<file path="src/rtl/mult_unit.sv">
// Iterative shift-add multiplier for mult/multu: one partial-product step per
// cycle, WIDTH steps, then a one-cycle DONE with the 2*WIDTH-bit product in Hi/Lo.
module mult_unit #(
   parameter int WIDTH = 32
) (
   input  logic             clk,
   input  logic             reset,
   input  logic             MultStart,
   input  logic             MultSigned,
   input  logic             Cancel,
   input  logic [WIDTH-1:0] SrcA,
   input  logic [WIDTH-1:0] SrcB,
   output logic [WIDTH-1:0] Hi,
   output logic [WIDTH-1:0] Lo,
   output logic             ProdV,
   output logic             Busy
);

   localparam int CW = (WIDTH > 1) ? $clog2(WIDTH) : 1;

   typedef enum logic [1:0] {IDLE, BUSY, DONE} state_t;

   state_t           state;
   logic [CW-1:0]    count;
   logic [WIDTH:0]   acc_hi;
   logic [WIDTH-1:0] acc_lo;
   logic [WIDTH-1:0] mcand;
   logic             neg;

   logic [WIDTH-1:0]   mag_a, mag_b;
   logic [WIDTH:0]     sum;
   logic [WIDTH:0]     step_hi;
   logic [WIDTH-1:0]   step_lo;
   logic [2*WIDTH-1:0] prod, result;

   // Signed operands are reduced to magnitudes; the most negative value maps to itself.
   assign mag_a = (MultSigned && SrcA[WIDTH-1]) ? -SrcA : SrcA;
   assign mag_b = (MultSigned && SrcB[WIDTH-1]) ? -SrcB : SrcB;

   always_comb begin
      sum     = acc_hi + {1'b0, (acc_lo[0] ? mcand : '0)};
      step_hi = {1'b0, sum[WIDTH:1]};
      step_lo = {sum[0], acc_lo[WIDTH-1:1]};
      prod    = {step_hi[WIDTH-1:0], step_lo};
      result  = neg ? -prod : prod;
   end

   always_ff @(posedge clk or posedge reset) begin
      if (reset) begin
         state  <= IDLE;
         count  <= '0;
         acc_hi <= '0;
         acc_lo <= '0;
         mcand  <= '0;
         neg    <= 1'b0;
         Hi     <= '0;
         Lo     <= '0;
      end else begin
         case (state)
            IDLE: begin
               if (MultStart && !Cancel) begin
                  state  <= BUSY;
                  count  <= CW'(WIDTH-1);
                  acc_hi <= '0;
                  acc_lo <= mag_b;
                  mcand  <= mag_a;
                  neg    <= MultSigned & (SrcA[WIDTH-1] ^ SrcB[WIDTH-1]);
               end
            end
            BUSY: begin
               if (Cancel) begin
                  state <= IDLE;
               end else begin
                  acc_hi <= step_hi;
                  acc_lo <= step_lo;
                  count  <= count - 1'b1;
                  if (count == '0) begin
                     state    <= DONE;
                     {Hi, Lo} <= result;
                  end
               end
            end
            DONE:    state <= IDLE;
            default: state <= IDLE;
         endcase
      end
   end

   assign ProdV = (state == DONE);
   assign Busy  = (state != IDLE);

endmodule

</file>
<file path="config.mk">
export PLATFORM = sky130hd
export DESIGN_NAME = mult_unit
export DESIGN_NICKNAME = d
export VERILOG_FILES = /design/src/rtl/mult_unit.sv
export SDC_FILE = /design/constraint.sdc
export NUM_CORES = 1
export LEC_CHECK = 0
export BUFFER_PORTS_ARGS = -buffer_cell sky130_fd_sc_hd__clkbuf_2
export CORE_MARGIN = 3
export CORE_UTILIZATION = 45
export DETAILED_ROUTE_END_ITERATION = 8
export PLACE_DENSITY = 0.61
export SLEW_MARGIN = 10
export SYNTH_ARGS = -nofsm -noshare
export SYNTH_HDL_FRONTEND = slang
export SYNTH_SLANG_ARGS = --single-unit
</file>
<file path="constraint.sdc">
create_clock -name clk -period 8.4 [get_ports clk]
set_input_delay 1.26 -clock clk [delete_from_list [all_inputs] [get_ports clk]]
set_output_delay 1.26 -clock clk [all_outputs]
set_load 0.01 [all_outputs]
</file>
==> reports/results.ini, run 1 <==
[critical_path]
r2r-start = acc_lo[0]
max_stage_delay_ns = 0.96
cp_top_family = compound AO/OA/AOI/OAI gates
slowest_stage = dfrtp_1
crit_chain = and2_1, ha_1, a21o_1, a31oi_1, a211oi_1, a311oi_1, nand4_1, or3_1, or4_4, o41ai_4, xor2_1, mux2_2
critPathBufInv = 0
crit_path_start_kind = register
required_ns = 8.71
cp.arrival_ns = 5.41
crit_path_start = acc_lo[0]
crit_path_end_kind = register
worstPathMaxFanout = 33
crit_type = reg -> reg

[sta]
tightest_slew_ns = 1.129
rsz0062_at_grt = false
maxSlewHeadroom_pct = 24.76
period_share_pct = 60.73
setup_viol = 0
whs_ns = 0.4704
min_period_ns = 5.101
max_freq_ghz = 0.1960
setup_ws_ns = 3.299
setup_tns_ns = 0
skew_ns = 0.01409
hold_violations = 0
slew_viol_final = 0

[global_routing]
grt_max_degree = 103
grt.met1_usage_pct = 33.26
grt_pass1_wl_um = 47650
met3_usage_pct = 3.469
antenna_found_initial = 0
grt_util_all_layers_pct = 22.31
first_global_vias = 8973
busiest_layer = met2
grt.overflow.total = 0
grtUsageMet2_pct = 33.75

[final_layout]
layout-drive-gt1-share_pct = 14.90
fin_cells = 1682
area_growth_pct = 13.99
final_nets = 1456

[pwr]
vdd_drop_max_v = 0.0001169
total_leakage_power_uw = 0.005759
fin_total_pwr_uw = 2803
power_density_nw_per_um2 = 223.6

[synthesis]
syn_inst = 1253
synth_most_common_cell = nand2_1
ys_types = 74
synth_area_um2 = 11000
synthFlopType = dfrtp_1
synth_edf_count = 0
yosysTopAreaCellShare_pct = 38.23
ys_ff_latch = 168
postSynthNetCount = 1360
yosys-top-cells-count = nand2_1 (174), o21ai_0 (170), dfrtp_1 (168), xor2_1 (93), clkbuf_1 (56)
ys_warn_count = 0
syn_area_per_cell_um2 = 8.775
ys_seq_area_share_pct = 38.23
synth_top_area_cell = dfrtp_1
ys_async_sr_fraction_pct = 100.0
synthTopCellsByArea = dfrtp_1 (38%), o21ai_0 (7.7%), xor2_1 (7.4%), nand2_1 (5.9%), ha_1 (4.2%)

[outcome]
status = finished clean

[clock_tree]
cts_buffer_depth = 2
cts_tree = yes
clock_sinks = 168
cts_setup_buffers = 0
hold_buffers = 0
clock_latency_ns = 0.43
numCtsBuffers = 17
post_cts_resized = 0
clk_pin_slew_worst_paths_ns = 0.07
htreeDepth = 4
cts-root-buf = clkbuf_16

[placed_design]
place_inst = 1649
globalplace.congestion = 0.9496
dp_hpwl_um = 21960
portBuffers = 134
pre_cts_ws_ns = 3.347

[detailed_routing]
dr.pass1.iters = 5
drt-initial-drc-count = 634
drt-vias-per-instance = 5.684
finalWirelength_um = 29480
vias = 9560
drtAntennaViolNets = 0
wl_per_cell_um = 17.53
post-route-drc-count = 0

[die]
die-area_um2 = 26350
die_h_um = 162.3
core-area_um2 = 23750
boundaryPins = 135
initial_utilization_pct = 46.29
rows = 56
die_w_um = 162.3

[flow_run]
drv_cap = 0

[hold_path]
worstHoldPathType = reg -> reg
hp-start = mcand[23]

-- sequential cells by signal, indices dropped and copies added, names as in the netlist --
| signal | cells |
|---|---|
| neg | 1 |
| Hi | 32 |
| mcand | 32 |
| count | 5 |
| acc_hi | 32 |
| acc_lo | 32 |
| state | 2 |
| Lo | 32 |
-- logic make-up after synthesis --
family                   count (synthesis)  share of synthesized area, %
buffers and inverters                   83                         2.924
AO/OA/AOI/OAI                          426                         24.88
adder cells (fa/ha/maj)                 38                         4.392
AND/OR/NAND/NOR                        398                         18.35
XOR/XNOR                               135                         10.75
flip-flops                             168                         38.23
multiplexers                             5                        0.4666
-- cell type report --
cell class,count,area [µm²]
Fill cell,2267,11220
Multi-Input combinational cell,1002,6486
Sequential cell,168,4205
Timing Repair Buffer,144,745.7
Clock buffer,18,439.2
Tap cell,319,399.1
Clock inverter,14,190.2
Inverter,16,65.06
Antenna cell,1,2.502
-- path summary, 6_finish.rpt --
path / end / slack [ns] / cells past startpoint
setup / recovery: Hi[27] / 3.30 / 12
max in group asynchronous: acc_hi[11] / 6.01 / 3
hold / removal: mcand[23] / 0.47 / 2
min in group asynchronous: Lo[13] / 0.99 / 2
setup reg to reg: Hi[27] / 3.30 / 12
hold reg to reg: mcand[23] / 0.47 / 2
-- metal layers --
layer	up-vias	wire length [µm]
met1	4500	14620
li1	4788	-
met4	2	359
met2	247	12780
met3	23	1665
met5	-	54
-- placed cells by master, fill, tap and decap left out, drive strengths merged, types with 23 or more instances in the layout --
cell and instances:
xor2 93, a22o 26, dfrtp 168, o21ai 191, o31ai 32, nand2 174
nor3 23, a21oi 50, and2 48, nor2 35, xnor2 42, a22oi 33
ha 37, clkbuf 152
-- through the flow --
step                      utilization [%]  instance area (µm²)
after floorplan                         -                11000
after CTS                           52.75                12530
after global placement              50.11                11900
after detailed placement            50.11                11900
final                               52.77                12530
after global routing                52.75                12530
-- power by group --
part           internal (µW)  switching, µW
clock network            485            357
logic                    358            533
registers                923            146
-- worst reg2reg max path, cell delays in order, from the launching register on --
cell and delay [ns]:
dfrtp_1 0.96, and2_1 0.23, ha_1 0.31, a21o_1 0.25, a31oi_1 0.25, a211oi_1 0.14
a311oi_1 0.71, nand4_1 0.32, or3_1 0.49, or4_4 0.59, o41ai_4 0.38, xor2_1 0.09
mux2_2 0.26
(Power assumes the default switching activity.)
==> run 2: changes to the inputs <==
Settings changed: ABC_AREA from default to 1.
Clock period 8.4 ns to 5.2 ns, I/O delays scaled along.
==> reports/results.ini, run 2 <==
[outcome]
status = finished clean

[synthesis]
ys_warn_count = 0
yosys-top-cells-count = nand2_1 (653), inv_1 (263), nor2_1 (178), dfrtp_1 (168), o21ai_0 (160)
syn_area_per_cell_um2 = 6.497
synthFlopType = dfrtp_1
synthAdderAreaFrac_pct = 3.876
synth_top_family_by_area = simple AND/OR/NAND/NOR gates
syn_inst = 1918
yosysTopAreaCellShare_pct = 33.74
synthTopCellsByArea = dfrtp_1 (34%), nand2_1 (20%), inv_1 (7.9%), o21ai_0 (6.4%), xor2_1 (5.9%)
synth_most_common_cell = nand2_1
synth_area_um2 = 12460
synth_mux_area_share_pct = 0
synth_edf_count = 0
synth-simple-area-share_pct = 35.00
ys_types = 41
synth_top_area_cell = dfrtp_1
synth-compound-area-share_pct = 10.99
synth_xor_area_share_pct = 6.677
ys_seq_area_share_pct = 33.74
postSynthNetCount = 2025
ys_ff_latch = 168
ys_async_sr_fraction_pct = 100.0

[detailed_routing]
post-route-drc-count = 0
finalWirelength_um = 39500
wl_per_cell_um = 16.38
dr.pass1.iters = 6
drt-initial-drc-count = 1019
drtAntennaViolNets = 0
drt-vias-per-instance = 5.116
vias = 12340

[critical_path]
worstPathMaxFanout = 26
crit_path_start_kind = register
cpMostUsedCell = nand2_1
crit_type = reg -> reg
max_stage_delay_ns = 0.66
critPathBufInv = 1
cp_top_family = simple AND/OR/NAND/NOR gates
required_ns = 5.59
crit_chain = nand2_1, inv_1, ha_1, fa_1, nand2_1, nand3_2, nand3_1, nand2_2, xnor2_1, nand2_1, nor2_1, nand3_1, nand2_2, nand2_1, nand3_1, nand3_1, nand2_1
crit_path_end_kind = register
slowest_stage = dfrtp_1
cp.arrival_ns = 4.09

[die]
rows = 60
die-area_um2 = 29720
core-area_um2 = 27100
die_h_um = 172.4
initial_utilization_pct = 45.98
die_w_um = 172.4
boundaryPins = 135

[sta]
maxSlewHeadroom_pct = 36.57
max_freq_ghz = 0.2698
period_share_pct = 71.28
slew_viol_final = 0
hold_violations = 0
min_period_ns = 3.706
rsz0062_at_grt = false
whs_ns = 0.4867
skew_ns = 0.01613
setup_tns_ns = 0
tightest_slew_ns = 0.9494
setup_viol = 0

[clock_tree]
clock_sinks = 168
post_cts_resized = 0
hold_buffers = 0
clock_latency_ns = 0.45
cts_setup_buffers = 0
cts_buffer_depth = 2
cts-root-buf = clkbuf_16
numCtsBuffers = 17
clk_pin_slew_worst_paths_ns = 0.08
htreeDepth = 4
cts_tree = yes

[pwr]
power_density_nw_per_um2 = 389.7
total_leakage_power_uw = 0.007770
vdd_drop_max_v = 0.0002397

[placed_design]
portBuffers = 134
globalplace.congestion = 0.9588
placed_cell_area_um2 = 13500
place_inst = 2380
dp_hpwl_um = 31150

[global_routing]
met3_usage_pct = 3.955
busiest_layer = met2
grt_util_all_layers_pct = 26.87
first_global_vias = 11730
grt_max_degree = 79
grtUsageMet2_pct = 43.51
grt.met1_usage_pct = 37.01
grt_pass1_wl_um = 62160
grt.overflow.total = 0
antenna_found_initial = 0

[final_layout]
fillers = 2788
layout_commonest_cell = nand2_1
diodes = 0
layout-drive-gt1-share_pct = 11.32
fin_cells = 2412
area_growth_pct = 13.21
final_nets = 2134
final_cell_area_um2 = 14110
layout_common_cells = nand2_1 (653), inv_1 (260), nor2_1 (177)

[flow_run]
drv_cap = 0

[hold_path]
worstHoldPathType = reg -> reg

run 2: kinds of logic after synthesis:
| kind of cell | Yosys count |
|---|---|
| AND/OR/NAND/NOR | 1048 |
| buffers and inverters | 322 |
| XOR/XNOR | 95 |
| AO/OA/AOI/OAI | 247 |
| adder cells (fa/ha/maj) | 38 |
| flip-flops | 168 |
run 2: worst register-to-register path, cell delays in order, from the launching register on:
cell	delay, ns
dfrtp_1	0.66
nand2_1	0.20
inv_1	0.06
ha_1	0.24
fa_1	0.44
nand2_1	0.11
nand3_2	0.10
nand3_1	0.11
nand2_2	0.11
xnor2_1	0.42
nand2_1	0.14
nor2_1	0.22
nand3_1	0.18
nand2_2	0.16
nand2_1	0.10
nand3_1	0.15
nand3_1	0.16
nand2_1	0.09
run 2: path summary, 6_finish.rpt:
kind,from,to,slack [ns],depth (start not counted)
worst max-delay path,acc_lo[0],Hi[18],1.49,17
worst min-delay path,Lo[16],Lo[16],0.49,2
worst max register to register,acc_lo[0],Hi[18],1.49,17
worst min register to register,Lo[16],Lo[16],0.49,2
max in group asynchronous,reset,Lo[1],3.50,3
min in group asynchronous,reset,mcand[20],0.52,2
run 2: power breakdown:
group | internal (µW) | switching [µW]
sequential | 1540 | 245
clock | 694 | 653
combinational | 755 | 1620
total | 2990 | 2510
run 2: final cells by class:
type                    count  area, µm²  share of cell area [%]
clock buffers              18      429.2                   3.042
clock inverters            14      181.4                   1.286
inverters                 268       1010                   7.157
multi-input cells        1428       7059                   50.04
flip-flops and latches    168       4204                   29.80
well taps                 372      465.4                   3.299
repair buffers            144      758.2                   5.375
run 2: per-stage QoR:
stage / total power [µW] / setup WS (ns) / util, %
6_report: 5498 / 1.494 / 52.05
5_1_grt: 5902 / 1.185 / 52.05
4_1_cts: 5513 / 1.528 / 52.05
3_5_place_dp: 4155 / 1.575 / 49.80
3_3_place_gp: 4135 / 1.588 / 49.80
2_1_floorplan: 3385 / 2.279 / -
run 2: layer usage:
metal / part of all wire [%] / vias up
met4: 3.1 / 0
met1: 46 / 5709
met3: 4.9 / 62
li1: - / 6278
met2: 46 / 290
met5: 0 / -
